`src/rtl/btn_debounce.sv`:
```
// Per-channel button conditioner: 2-FF synchroniser, stable-count debounce, edge pulses, toggle.
// Latency: a clean change on raw_in appears on level_out DEBOUNCE_CYCLES+2 edges later.
// No backpressure: free-running, every output is registered and valid every cycle.
module btn_debounce #(
  parameter int WIDTH           = 9,
  parameter int DEBOUNCE_CYCLES = 50000,
  parameter int CNT_W           = 16
) (
  input  logic             clk,
  input  logic             rst_n,
  input  logic [WIDTH-1:0] raw_in,
  output logic [WIDTH-1:0] level_out,
  output logic [WIDTH-1:0] rise_pulse,
  output logic [WIDTH-1:0] fall_pulse,
  output logic [WIDTH-1:0] toggle_out
);

  // Count value at which a pending change is accepted.
  localparam logic [CNT_W-1:0] CNT_MAX = CNT_W'(DEBOUNCE_CYCLES - 1);

  logic [WIDTH-1:0]            s1;
  logic [WIDTH-1:0]            s2;
  logic [WIDTH-1:0][CNT_W-1:0] cnt;

  // Two-stage synchroniser for the asynchronous pins; only s2 is used downstream.
  always_ff @(posedge clk) begin
    if (!rst_n) begin
      s1 <= '0;
      s2 <= '0;
    end else begin
      s1 <= raw_in;
      s2 <= s1;
    end
  end

  // Per-channel stability counter, accepted level, edge pulses and toggle state.
  always_ff @(posedge clk) begin
    if (!rst_n) begin
      cnt        <= '0;
      level_out  <= '0;
      rise_pulse <= '0;
      fall_pulse <= '0;
      toggle_out <= '0;
    end else begin
      for (int i = 0; i < WIDTH; i++) begin
        rise_pulse[i] <= 1'b0;
        fall_pulse[i] <= 1'b0;
        if (s2[i] == level_out[i]) begin
          // Any return to the current level discards the pending change.
          cnt[i] <= '0;
        end else if (cnt[i] == CNT_MAX) begin
          level_out[i]  <= s2[i];
          cnt[i]        <= '0;
          rise_pulse[i] <= s2[i];
          fall_pulse[i] <= ~s2[i];
          if (s2[i]) begin
            toggle_out[i] <= ~toggle_out[i];
          end
        end else begin
          cnt[i] <= cnt[i] + 1'b1;
        end
      end
    end
  end

endmodule
```
`config.mk`:
```
export PLATFORM = sky130hd
export DESIGN_NAME = btn_debounce
export DESIGN_NICKNAME = d
export VERILOG_FILES = /design/src/rtl/btn_debounce.sv
export SDC_FILE = /design/constraint.sdc
export NUM_CORES = 1
export LEC_CHECK = 0
export CORE_MARGIN = 5
export CORE_UTILIZATION = 59
export CTS_CLUSTER_DIAMETER = 120
export DETAILED_ROUTE_END_ITERATION = 6
export PLACE_DENSITY = 0.79
export SLEW_MARGIN = 20
export SYNTH_ARGS = -nofsm -noshare
export SYNTH_HDL_FRONTEND = slang
export SYNTH_SLANG_ARGS = --single-unit
```
`constraint.sdc`:
```
create_clock -name clk -period 2.36 [get_ports clk]
set_input_delay 0.472 -clock clk [delete_from_list [all_inputs] [get_ports clk]]
set_output_delay 0.472 -clock clk [all_outputs]
set_load 0.1 [all_outputs]
```
==> results of run 1 <==
-- cells in the final DEF, fill, tap and decap left out, types with 2 or more instances in the layout --
cell             instances
clkbuf_16               17
xnor2_1                 92
dfxtp_1                197
nor3_1                  27
o211ai_1                 6
and2_1                  22
or4_1                   14
or2_2                    2
nor4_1                  42
nand2_1                 40
o31ai_1                 11
inv_1                   43
nand3_1                 44
ha_1                    18
nor2_1                 162
nand4_1                 45
and3_1                  15
o21ai_0                 11
or4bb_1                  6
a21oi_1                 17
nand3b_1                 2
nor4bb_1                 5
nor4b_1                 10
clkinv_2                 5
buf_4                   53
and4_1                   5
nand4b_1                 5
or3_1                   11
xor2_1                  28
bufinv_16                2
clkdlybuf4s50_1         10
clkinvlp_4               4
-- layer usage --
layer	up-vias	wire [um]	global-route usage, %
li1	3291	-	-
met1	2951	7200	24.5
met2	110	7090	31.9
met3	20	580	4.25
met4	0	241	7.24
met5	-	0	0
-- sequential cells by signal, summed over array words and instances (netlist names) --
| register | count |
|---|---|
| fall_pulse | 9 |
| toggle_out | 9 |
| s1 | 9 |
| level_out | 9 |
| s2 | 9 |
| rise_pulse | 9 |
| cnt | 144 |
-- power by group --
group	switching, uW	leakage, uW	internal (uW)
clock network	1210	0.000268	1550
registers	12.9	0.00160	3360
logic	57.7	0.00108	42.1
total	1280	0.00295	4950
-- how the worst min path moves through the flow --
stage / start / endpoint / slack (ps) / cells past startpoint
after floorplan: s1[0] / s2[0] / 410 / 1
after global placement: s1[0] / s2[0] / 410 / 1
after detailed placement: s1[2] / s2[2] / 420 / 1
after CTS: s1[2] / s2[2] / 430 / 1
after global routing: s1[5] / s2[5] / 450 / 1
final: s1[2] / s2[2] / 430 / 1
-- area by class of cell --
| class | instances | area [um2] |
|---|---|---|
| Clock buffer | 18 | 429 |
| Sequential cell | 198 | 3970 |
| Clock inverter | 13 | 133 |
| Inverter | 44 | 165 |
| Tap cell | 180 | 225 |
| Multi-Input combinational cell | 647 | 3990 |
| Fill cell | 1124 | 4370 |
| Timing Repair Buffer | 63 | 498 |
-- metrics by stage --
step | power [uW] | cells
finish | 6230 | 1163
global route | 6440 | 1163
CTS | 6290 | 1163
floorplan | 3500 | 910
detailed placement | 3550 | 1132
global placement | 3550 | 1132
-- kinds of logic after synthesis --
family	count (synthesis)	share of synthesized area (%)
simple gates	461	29.5
flops	198	48.3
xor+xnor	120	12.8
mux	1	0.122
fa+ha+maj	18	2.75
buf+inv	65	3.07
compound gates	47	3.43
-- worst max-delay path: cells and delay by family, from the launching register on --
| family | cells | cell delay, ps |
|---|---|---|
| buffers and inverters | 1 | 220 |
| DFF | 1 | 350 |
| and+or+nand+nor | 4 | 1410 |
==> impl_metrics.tcl, run 1 <==
set metrics [dict create \
    cts_tree "done" \
    synthTopCellsByCount "dfxtp_1, nor2_1, xnor2_1, nand4_1, nand3_1" \
    max_slew_margin_pct 30.9 \
    post-route-util_pct 68.3 \
    stdcell_area_um2 9400 \
    worstPathMaxFanout 9 \
    grt-ovfl-total 0 \
    critical_path.endpoint_type "flop" \
    worstSetupStartpoint "cnt[107]" \
    path_cells "or4_1 > or4_4 > nand2_1 > buf_4 > nor2_1" \
    whs_ps 428 \
    rows 43 \
    rr_startpoint "cnt[107]" \
    crit_end "cnt[99]" \
    dr.pass1.iters 7 \
    crit_path_top_delay_cell "or4_4" \
    synth_nets 939 \
    antenna_cells 0 \
    path_class "reg2reg" \
    finalSetupViolations 0 \
    tightest_slew_ps 1030 \
    wl_per_cell_um 13.0 \
    r2r_setup_slack_ps 260 \
    ant_nets 0 \
    ys.flop_type "dfxtp_1" \
    antenna_found_initial 0 \
    dieArea_um2 16400 \
    skew_ps 6.89 \
    maxSlewViolCount 0 \
    track_usage_pct 19.2 \
    drcViolationCount 0 \
    status "finished clean" \
    grt_max_degree 31 \
    maxCapViolCount 0 \
    synth_seq_cells 198 \
    synth.distinct_cells 37 \
    final.min_clock_period_ps 2100 \
    synth.avg_cell_area_um2 9.01 \
    grt_pass1_wl_um 26200 \
    core_um2 13800 \
    areaGrowthSynthToFinish_pct 14.6 \
    ctsHoldBuffers 0 \
    pin_count 47 \
    grt_pass1_vias 5929 \
    rsz0062_at_grt "no" \
    fin_crit_sh_pct 88.8 \
    vias 6372 \
    max_freq_ghz 0.477 \
    dp_hpwl_um 10300 \
    cts_root_buf "clkbuf_16" \
    yosys_warnings 0 \
    worstSetupStartpointType "flop" \
    cts_inserted_buffers 17 \
    syn_inst 910 \
    pwr_density_cell_nw_per_um2 663 \
    synth.most_common_cell "dfxtp_1" \
    io_buffers 46 \
    htree_num_levels 4 \
    setup_ws_ps 265 \
    finalWirelength_um 15100 \
    r2r_cells 5 \
    ys_seq_area_share_pct 48.3 \
    peakVddDrop_mv 0.482 \
    critical_path_required_ps 2680 \
    synth_area_leaders "dfxtp_1, xnor2_1, nor2_1" \
    clkTransAtPathRegs_ps 70 \
    vias_per_cell 5.48 \
    finalSetupTns_ps 0 \
    clock-sinks 198 \
    nets 1000 \
    die_h_um 128 \
    gp_congestion 0.851 \
    p_leak_uw 0.00295 \
    synth_edf_count 0 \
    start_util_pct 59.5 \
    synth_area_leader_cell "dfxtp_1" \
    r2r-end "cnt[99]" \
    dpl-instance-area_um2 8840 \
    layout-drive-gt1-share_pct 9.05 \
    finalHoldViolCount 0 \
    syn_area_um2 8200 \
    cpPeakStageDelay_ps 570 \
    drtIter0Drc 265 \
    synthArstFlopShare_pct 0 \
    clk_path_buf_depth 2 \
    cp_data_arrival_time_ps 2420 \
    pre_cts_ws_ps 223 \
    yosysTopAreaCellShare_pct 48.3 \
    ctsResizeCount 0 \
    clk_latency_ps 430 \
    post-cts-setup-buffers 0 \
    hp-class "reg2reg" \
    die_w_um 128 \
]
Note: power is estimated with default switching activity, not from simulation.
==> inputs of run 2 (changes only) <==
ABC_CLOCK_PERIOD_IN_PS = 2360   (was unset)
CORE_MARGIN = 2   (was 5)
==> impl_metrics.tcl, run 2 (synthesis gave the netlist of run 1 again) <==
set metrics [dict create \
    pin_count 47 \
    drcViolationCount 0 \
    max_slew_margin_pct 57.3 \
    dieArea_um2 14900 \
    hp-class "reg2reg" \
    pwr_density_cell_nw_per_um2 665 \
    rows 43 \
    path_class "reg2reg" \
    max_freq_ghz 0.458 \
    final.min_clock_period_ps 2180 \
    clkTransAtPathRegs_ps 60 \
    vias_per_cell 5.53 \
    worstPathMaxFanout 15 \
    final_common_cell "dfxtp_1" \
    grt-ovfl-total 0 \
    antenna_found_initial 0 \
    clk_path_buf_depth 2 \
    finalSetupTns_ps 0 \
    critical_path.endpoint_type "flop" \
    dr.pass1.iters 5 \
    track_usage_pct 21.6 \
    worstSetupStartpointType "flop" \
    start_util_pct 59.8 \
    critical_path_required_ps 2650 \
    io_buffers 46 \
    rsz0062_at_grt "no" \
    maxCapViolCount 0 \
    cts_inserted_buffers 17 \
    clk_latency_ps 430 \
    fin_crit_sh_pct 92.5 \
    core_um2 13700 \
    gp_congestion 0.820 \
    grt_pass1_vias 5783 \
    clock-sinks 198 \
    grt_pass1_wl_um 26100 \
    die_w_um 122 \
    largest_reg_flops 144 \
    dp_hpwl_um 10300 \
    cp_data_arrival_time_ps 2480 \
    ctsHoldBuffers 0 \
    layout-drive-gt1-share_pct 8.88 \
    maxSlewViolCount 0 \
    finalSetupViolations 0 \
    p_leak_uw 0.00296 \
    tightest_slew_ps 640 \
    drtIter0Drc 370 \
    cts_root_buf "clkbuf_16" \
    power.total_uw 6250 \
    post-cts-setup-buffers 0 \
    finalWirelength_um 15300 \
    peakVddDrop_mv 0.539 \
    finalHoldViolCount 0 \
    top_register "cnt" \
    skew_ps 9.45 \
    nets 998 \
    final_cell_mix "dfxtp_1, nor2_1, xnor2_1, buf_4, nand4_1" \
    status "finished clean" \
    grt_max_degree 31 \
    antenna_cells 0 \
    dpl.cell_count 1130 \
    wl_per_cell_um 13.2 \
    ctsResizeCount 0 \
    fin_cells 1160 \
    ant_nets 0 \
    areaGrowthSynthToFinish_pct 14.7 \
    vias 6418 \
    cts_tree "done" \
    htree_num_levels 4 \
    die_h_um 122 \
]
## run 2: cell types whose count changed in the layout (fill, tap and decap cells not counted), sizes merged
cell,previous run,this run
inv,44,43
clkinv,7,8
clkbuf,18,20
buf,53,51
clkinvlp,4,1
## run 2: final cells by class
class / instances / area [um2]
Clock buffer: 20 / 457
Timing Repair Buffer: 61 / 495
Sequential cell: 198 / 3970
Tap cell: 180 / 225
Clock inverter: 10 / 106
Multi-Input combinational cell: 647 / 3990
Fill cell: 1085 / 4320
Inverter: 44 / 165
## run 2: final timing paths
kind	startpoint	end	slack (ps)	cells past startpoint
worst min-delay path	s1[6]	s2[6]	440	1
worst min register to register	s1[6]	s2[6]	440	1
worst max register to register	cnt[21]	cnt[30]	180	4
worst max-delay path	cnt[21]	cnt[30]	180	4
## run 2: layer usage
metal / wire [um] / GRT usage, % / up-vias
li1: - / - / 3275
met3: 557 / 4.68 / 16
met2: 7320 / 36.0 / 113
met1: 7270 / 28.0 / 3014
met5: 0 / 0 / -
met4: 182 / 6.90 / 0
## run 2: critical path: stages, from the launching register on
cell	delay (ps)
dfxtp_1	360
or4_1	560
or4_1	590
nand2_1	430
nor2_1	110
## run 2: report_power, final
group	total [uW]	internal (uW)	switching [uW]
Clock	2780	1590	1180
Sequential	3370	3360	12.1
Combinational	103	43.9	59.3
Total	6250	5000	1250
## run 2: through the flow
stage | utilization [%] | worst slack [ps] | area [um2] | hold slack [ps]
after floorplan | - | 211 | 8200 | 412
final | 68.5 | 177 | 9400 | 437
after detailed placement | 64.4 | 26.8 | 8840 | 425
after global placement | 64.4 | 85.1 | 8840 | 414
after CTS | 68.5 | 149 | 9400 | 441
after global routing | 68.5 | 65.1 | 9400 | 460
==> inputs of run 3 (changes only) <==
ABC_CLOCK_PERIOD_IN_PS = unset   (was 2360)
==> results of run 3 <==
Final layout, timing and power as in run 2 (identical DEF).
